[src/rtl/alu_seq.sv]
// Issue/sequencing controller for the external combinational ALU, with an internal
// shift-add multiplier and restoring divider. Optional REM opcode via ALU_SEQ_REM_EN.
module alu_seq #(
  parameter int WIDTH = 32,
  parameter int CNT_W = 5
) (
  input  logic             clk,
  input  logic             rst,
  input  logic             in_valid,
  output logic             in_ready,
  input  logic [3:0]       in_op,
  input  logic [WIDTH-1:0] in_a,
  input  logic [WIDTH-1:0] in_b,
  output logic [3:0]       alu_op,
  output logic [WIDTH-1:0] alu_a,
  output logic [WIDTH-1:0] alu_b,
  input  logic [WIDTH-1:0] alu_result,
  input  logic             alu_ovf,
  input  logic [3:0]       alu_cond,
  output logic             out_valid,
  input  logic             out_ready,
  output logic [WIDTH-1:0] out_result,
  output logic             out_ovf,
  output logic [3:0]       out_cond,
  output logic             out_illegal,
  output logic             busy
);

  localparam logic [3:0] OP_OUT = 4'h0, OP_SUB = 4'h3, OP_SRA = 4'ha,
                         OP_MUL = 4'hb, OP_DIV = 4'hc, OP_REM = 4'hd;
`ifdef ALU_SEQ_REM_EN
  localparam bit REM_EN = 1'b1;
`else
  localparam bit REM_EN = 1'b0;
`endif
  localparam logic [CNT_W-1:0] LAST = CNT_W'(WIDTH - 1);

  typedef enum logic [2:0] {S_IDLE, S_EXEC, S_MUL, S_DIV, S_DONE} state_t;

  state_t               state_q, state_d;
  logic [3:0]           op_q, op_d, aop_q, aop_d, cond_q, cond_d;
  logic [WIDTH-1:0]     a_q, a_d, b_q, b_d, aa_q, aa_d, ab_q, ab_d, res_q, res_d;
  logic                 ovf_q, ovf_d, ill_q, ill_d;
  logic [2*WIDTH-1:0]   acc_q, acc_d;
  logic [CNT_W-1:0]     cnt_q, cnt_d;

  // acc holds {product hi, multiplier/product lo} in MUL and {remainder, quotient} in DIV.
  logic [WIDTH:0]       mul_sum, div_sh;
  logic [WIDTH+1:0]     div_diff;
  logic                 div_keep, div_unused;
  logic [WIDTH-1:0]     div_rem;
  logic [2*WIDTH-1:0]   mul_nxt, div_nxt;
  logic                 in_exec, in_div, is_rem;

  assign mul_sum    = {1'b0, acc_q[2*WIDTH-1:WIDTH]} + (acc_q[0] ? {1'b0, a_q} : '0);
  assign mul_nxt    = {mul_sum, acc_q[WIDTH-1:1]};
  assign div_sh     = {acc_q[2*WIDTH-1:WIDTH], acc_q[WIDTH-1]};
  assign div_diff   = {1'b0, div_sh} - {2'b00, b_q};
  assign div_keep   = ~div_diff[WIDTH+1];
  assign div_unused = div_diff[WIDTH];
  assign div_rem    = div_keep ? div_diff[WIDTH-1:0] : div_sh[WIDTH-1:0];
  assign div_nxt    = {div_rem, acc_q[WIDTH-2:0], div_keep};

  assign in_exec = (in_op == OP_OUT) || (in_op >= 4'h2 && in_op <= OP_SRA);
  assign in_div  = (in_op == OP_DIV) || (REM_EN && in_op == OP_REM);
  assign is_rem  = REM_EN && (op_q == OP_REM);

  always_comb begin
    state_d = state_q;
    op_d    = op_q;
    a_d     = a_q;
    b_d     = b_q;
    aop_d   = aop_q;
    aa_d    = aa_q;
    ab_d    = ab_q;
    res_d   = res_q;
    ovf_d   = ovf_q;
    cond_d  = cond_q;
    ill_d   = ill_q;
    acc_d   = acc_q;
    cnt_d   = cnt_q;
    case (state_q)
      S_IDLE: if (in_valid) begin
        op_d   = in_op;
        a_d    = in_a;
        b_d    = in_b;
        cnt_d  = '0;
        res_d  = '0;
        ovf_d  = 1'b0;
        cond_d = '0;
        ill_d  = 1'b0;
        if (in_exec) begin
          aop_d   = in_op;
          aa_d    = in_a;
          ab_d    = in_b;
          state_d = S_EXEC;
        end else if (in_op == OP_MUL) begin
          acc_d   = {{WIDTH{1'b0}}, in_b};
          state_d = S_MUL;
        end else if (in_div) begin
          acc_d   = {{WIDTH{1'b0}}, in_a};
          state_d = S_DIV;
        end else begin
          ill_d   = 1'b1;
          state_d = S_DONE;
        end
      end
      S_EXEC: begin
        res_d   = alu_result;
        ovf_d   = alu_ovf;
        cond_d  = (op_q == OP_SUB) ? alu_cond : 4'h0;
        state_d = S_DONE;
      end
      S_MUL: begin
        acc_d = mul_nxt;
        if (cnt_q == LAST) begin
          res_d   = mul_nxt[WIDTH-1:0];
          ovf_d   = |mul_nxt[2*WIDTH-1:WIDTH];
          state_d = S_DONE;
        end else begin
          cnt_d = cnt_q + 1'b1;
        end
      end
      S_DIV: begin
        if (cnt_q == '0 && b_q == '0) begin
          res_d   = is_rem ? a_q : '1;
          ovf_d   = 1'b1;
          state_d = S_DONE;
        end else begin
          acc_d = div_nxt;
          if (cnt_q == LAST) begin
            res_d   = is_rem ? div_nxt[2*WIDTH-1:WIDTH] : div_nxt[WIDTH-1:0];
            state_d = S_DONE;
          end else begin
            cnt_d = cnt_q + 1'b1;
          end
        end
      end
      S_DONE: if (out_ready) state_d = S_IDLE;
      default: state_d = S_IDLE;
    endcase
  end

  always_ff @(posedge clk or posedge rst) begin
    if (rst) begin
      state_q <= S_IDLE;
      op_q    <= '0;
      a_q     <= '0;
      b_q     <= '0;
      aop_q   <= '0;
      aa_q    <= '0;
      ab_q    <= '0;
      res_q   <= '0;
      ovf_q   <= 1'b0;
      cond_q  <= '0;
      ill_q   <= 1'b0;
      acc_q   <= '0;
      cnt_q   <= '0;
    end else begin
      state_q <= state_d;
      op_q    <= op_d;
      a_q     <= a_d;
      b_q     <= b_d;
      aop_q   <= aop_d;
      aa_q    <= aa_d;
      ab_q    <= ab_d;
      res_q   <= res_d;
      ovf_q   <= ovf_d;
      cond_q  <= cond_d;
      ill_q   <= ill_d;
      acc_q   <= acc_d;
      cnt_q   <= cnt_d;
    end
  end

  assign in_ready    = (state_q == S_IDLE);
  assign busy        = (state_q != S_IDLE);
  assign out_valid   = (state_q == S_DONE);
  assign alu_op      = aop_q;
  assign alu_a       = aa_q;
  assign alu_b       = ab_q;
  assign out_result  = res_q;
  assign out_ovf     = ovf_q;
  assign out_cond    = cond_q;
  assign out_illegal = ill_q;

endmodule

[config.mk]
export PLATFORM = sky130hd
export DESIGN_NAME = alu_seq
export DESIGN_NICKNAME = d
export VERILOG_FILES = /design/src/rtl/alu_seq.sv
export SDC_FILE = /design/constraint.sdc
export NUM_CORES = 1
export LEC_CHECK = 0
export BUFFER_PORTS_ARGS = -buffer_cell sky130_fd_sc_hd__clkbuf_2
export CORE_MARGIN = 5
export CORE_UTILIZATION = 46
export CTS_BUF_LIST = sky130_fd_sc_hd__clkbuf_8 sky130_fd_sc_hd__clkbuf_16
export CTS_CLUSTER_DIAMETER = 200
export DETAILED_ROUTE_END_ITERATION = 10
export PLACE_DENSITY = 0.64
export SYNTH_ARGS = -nofsm -noshare
export SYNTH_HDL_FRONTEND = slang
export SYNTH_SLANG_ARGS = --single-unit
[constraint.sdc]
create_clock -name clk -period 11.5 [get_ports clk]
set_clock_uncertainty 0.2 [all_clocks]
set_input_delay 2.3 -clock clk [delete_from_list [all_inputs] [get_ports clk]]
set_output_delay 2.3 -clock clk [all_outputs]
set_load 0.005 [all_outputs]
==> impl_metrics.json <==
{
  "root_buffer": "clkbuf_16",
  "cts.path.max_buffers": 3,
  "synth_seq_cells": 246,
  "start_kind": "input pin",
  "fin_crit_sh_pct": 41.06,
  "path_class": "input pin to flop",
  "drtIter0Drc": 1064,
  "timing.final.hold_violations": 0,
  "fp.dieH_um": 191.2,
  "via_count": 13060,
  "ys_types": 82,
  "post_cts_resized": 0,
  "crit_chain": "clkbuf_2 > nor2_1 > nand2_1 > a21boi_0 > a21oi_1 > nor2_1 > nor2_1 > or2_2 > buf_4 > nor2_1 > buf_4 > o21ai_0 > a21boi_0",
  "cts.clk_slew.worst_paths_ns": 0.06,
  "tns_ns": 0,
  "p_leak_nw": 8.168,
  "core_area_um2": 32450,
  "syn-instance-count": 1586,
  "multiInputGateArea_um2": 8407,
  "hp-class": "flop to flop",
  "synth-main-ff-cell": "dfrtp_1",
  "drv_slew": 0,
  "setup_viol": 0,
  "die_area_um2": 36550,
  "clock_latency_ns": 0.54,
  "endpoint_kind": "flop",
  "rsz0062_at_grt": "no",
  "area.sequential_um2": 6157,
  "critPathArrivalTime_ns": 4.97,
  "status": "complete, no violations",
  "die_x_um": 191.2,
  "place_area_um2": 16560,
  "dr.max_layer_used": "met4",
  "routed_via_density": 5.865,
  "ys.warnings.count": 0,
  "worst_path_largest_cell_delay_ns": 0.57,
  "drt-total-wl_um": 47200,
  "grt_antenna_before_repair": 0,
  "drive_above_1_share_pct": 25.77,
  "tightest_slew_ns": 1.297,
  "hold_buffers": 0,
  "holdWs_ns": 0.2890,
  "synth_area_um2": 15100,
  "grt_pass1_vias": 13030,
  "area_delta_synth_final_pct": 16.00,
  "synth_edf_count": 0,
  "drtPass1Iterations": 5,
  "initial_core_util_pct": 46.53,
  "worst_ep_required_time_ns": 11.74,
  "synth-async-reset-ratio_pct": 100.0,
  "slowest_stage": "or2_2",
  "numPortBuffers": 217,
  "synth-seq-area-share_pct": 40.77,
  "final_area_um2": 17520,
  "rows": 66,
  "fill_cells": 2971,
  "fin_crit_ns": 4.722,
  "drt-met1-wl_um": 21890,
  "maxCapViolCount": 0,
  "power_density_nw_per_um2": 256.9,
  "numCtsBuffers": 27,
  "path_common_cell": "nor2_1",
  "ant_nets": 0,
  "final_common_cell": "dfrtp_1",
  "routabilityCongestion": 0.9523,
  "grt_use_total_pct": 25.24,
  "postCtsSetupBuffers": 0,
  "relSlewSlack_pct": 13.24,
  "overflow": 0,
  "fmax_mhz": 211.8,
  "cts.htree.levels": 1,
  "vdd_drop_max_v": 0.0001450,
  "cts_tree": "yes",
  "grt_max_degree": 105,
  "dr_wl_met3_um": 3006,
  "syn_nets": 1764,
  "mostFrequentLayoutCells": "245 x dfrtp_1, 217 x clkbuf_2, 185 x nand2_1",
  "io_pins": 218,
  "num-nets-final": 1944,
  "wl_per_cell_um": 21.19,
  "syn_area_per_cell_um2": 9.521,
  "remaining_drc_errors": 0,
  "grt_pass1_wl_um": 73780,
  "hpwl_um": 35470,
  "wl_met2_um": 21460,
  "cts.sinks": 246,
  "antenna_cells": 0,
  "path_max_fanout": 39
}
[worst paths after layout]
check | start | to | slack, ns | depth (start not counted)
max in group asynchronous | rst | acc_q[52] | 7.89 | 3
hold / removal | out_result[17] | out_result[17] | 0.29 | 2
setup reg to reg | acc_q[0] | out_ovf | 7.30 | 13
min in group asynchronous | rst | out_result[7] | 1.68 | 2
setup / recovery | in_op[0] | acc_q[55] | 6.78 | 13
hold reg to reg | out_result[17] | out_result[17] | 0.29 | 2
[worst max-delay path, delay by kind of cell]
family	cells	cell delay, ns
buf+inv	3	0.84
simple gates	6	1.06
compound gates	4	0.75
[Yosys cell counts, types with 6 or more instances]
| library cell | count | area [um2] |
|---|---|---|
| dfrtp_1 | 246 | 6156 |
| nand2_1 | 185 | 694.4 |
| mux2_2 | 151 | 1700 |
| o21ai_0 | 142 | 710.7 |
| a21oi_1 | 113 | 565.5 |
| nor2_1 | 90 | 337.8 |
| ha_1 | 67 | 838.3 |
| inv_1 | 58 | 217.7 |
| clkbuf_1 | 53 | 198.9 |
| and2_1 | 41 | 256.5 |
| mux2i_1 | 40 | 400.4 |
| xnor2_1 | 27 | 236.5 |
| a211oi_1 | 26 | 195.2 |
| nand3_1 | 24 | 120.1 |
| xor2_1 | 20 | 175.2 |
| a21o_1 | 16 | 120.1 |
| buf_1 | 16 | 60.06 |
| a221o_1 | 15 | 150.1 |
| nor3_1 | 15 | 75.07 |
| a22o_1 | 14 | 122.6 |
| nor4_1 | 14 | 87.58 |
| buf_2 | 13 | 65.06 |
| nand4_1 | 12 | 75.07 |
| a31oi_1 | 11 | 68.82 |
| and3_1 | 11 | 68.82 |
| nand2b_1 | 11 | 68.82 |
| o211ai_1 | 11 | 82.58 |
| o21a_1 | 10 | 75.07 |
| a32o_1 | 8 | 80.08 |
| nor2b_1 | 7 | 43.79 |
| o31ai_1 | 7 | 52.55 |
| or2_2 | 7 | 43.79 |
| a221oi_1 | 6 | 52.55 |
| o21bai_1 | 6 | 45.04 |
| o31a_1 | 6 | 52.55 |
[through the flow]
stage               util, %  power (W)  setup WS (ns)  cells
global route          53.97   0.004795          6.560   2227
floorplan                 -   0.002868          2.242   1586
finish                53.97   0.004501          6.778   2227
detailed placement    51.03   0.003541          6.284   2179
CTS                   53.97   0.004498          6.824   2227
global placement      51.03   0.003499          6.314   2179
[per-layer routing]
metal,global-route usage [%],vias up
met2,40.43,449
met4,4.503,0
met3,3.068,57
li1,-,6131
met1,37.40,6425
met5,0,-
[power by group]
part / total (W) / internal [W] / switching (W)
Clock: 0.000943 / 0.000580 / 0.000364
Combinational: 0.00210 / 0.000898 / 0.00120
Sequential: 0.00146 / 0.00123 / 0.000234
[registers in the layout, indices dropped and copies added, names as in the netlist]
name         count
a_q             32
acc_q           64
alu_a           32
alu_b           32
alu_op           4
b_q             32
cnt_q            5
op_q             4
out_cond         4
out_illegal      1
out_ovf          1
out_result      32
state_q          3
[cells by family after synthesis]
family          Yosys count  share of synthesized area, %
compound gates          448                         19.25
xor+xnor                 47                         2.726
fa+ha+maj                70                         5.883
buf+inv                 142                         3.646
flops                   246                         40.77
mux                     191                         13.91
simple gates            442                         13.82
[cell type report]
class                      instances  area share, %
inverter                          59          1.307
sequential                       246          35.15
multi-input combinational       1198          47.99
tap                              442          3.157
clock inverter                    18          1.371
clock buffer                      30          4.093
timing repair buffer             234          6.929
No activity file was read; power rests on OpenSTA's default activity.
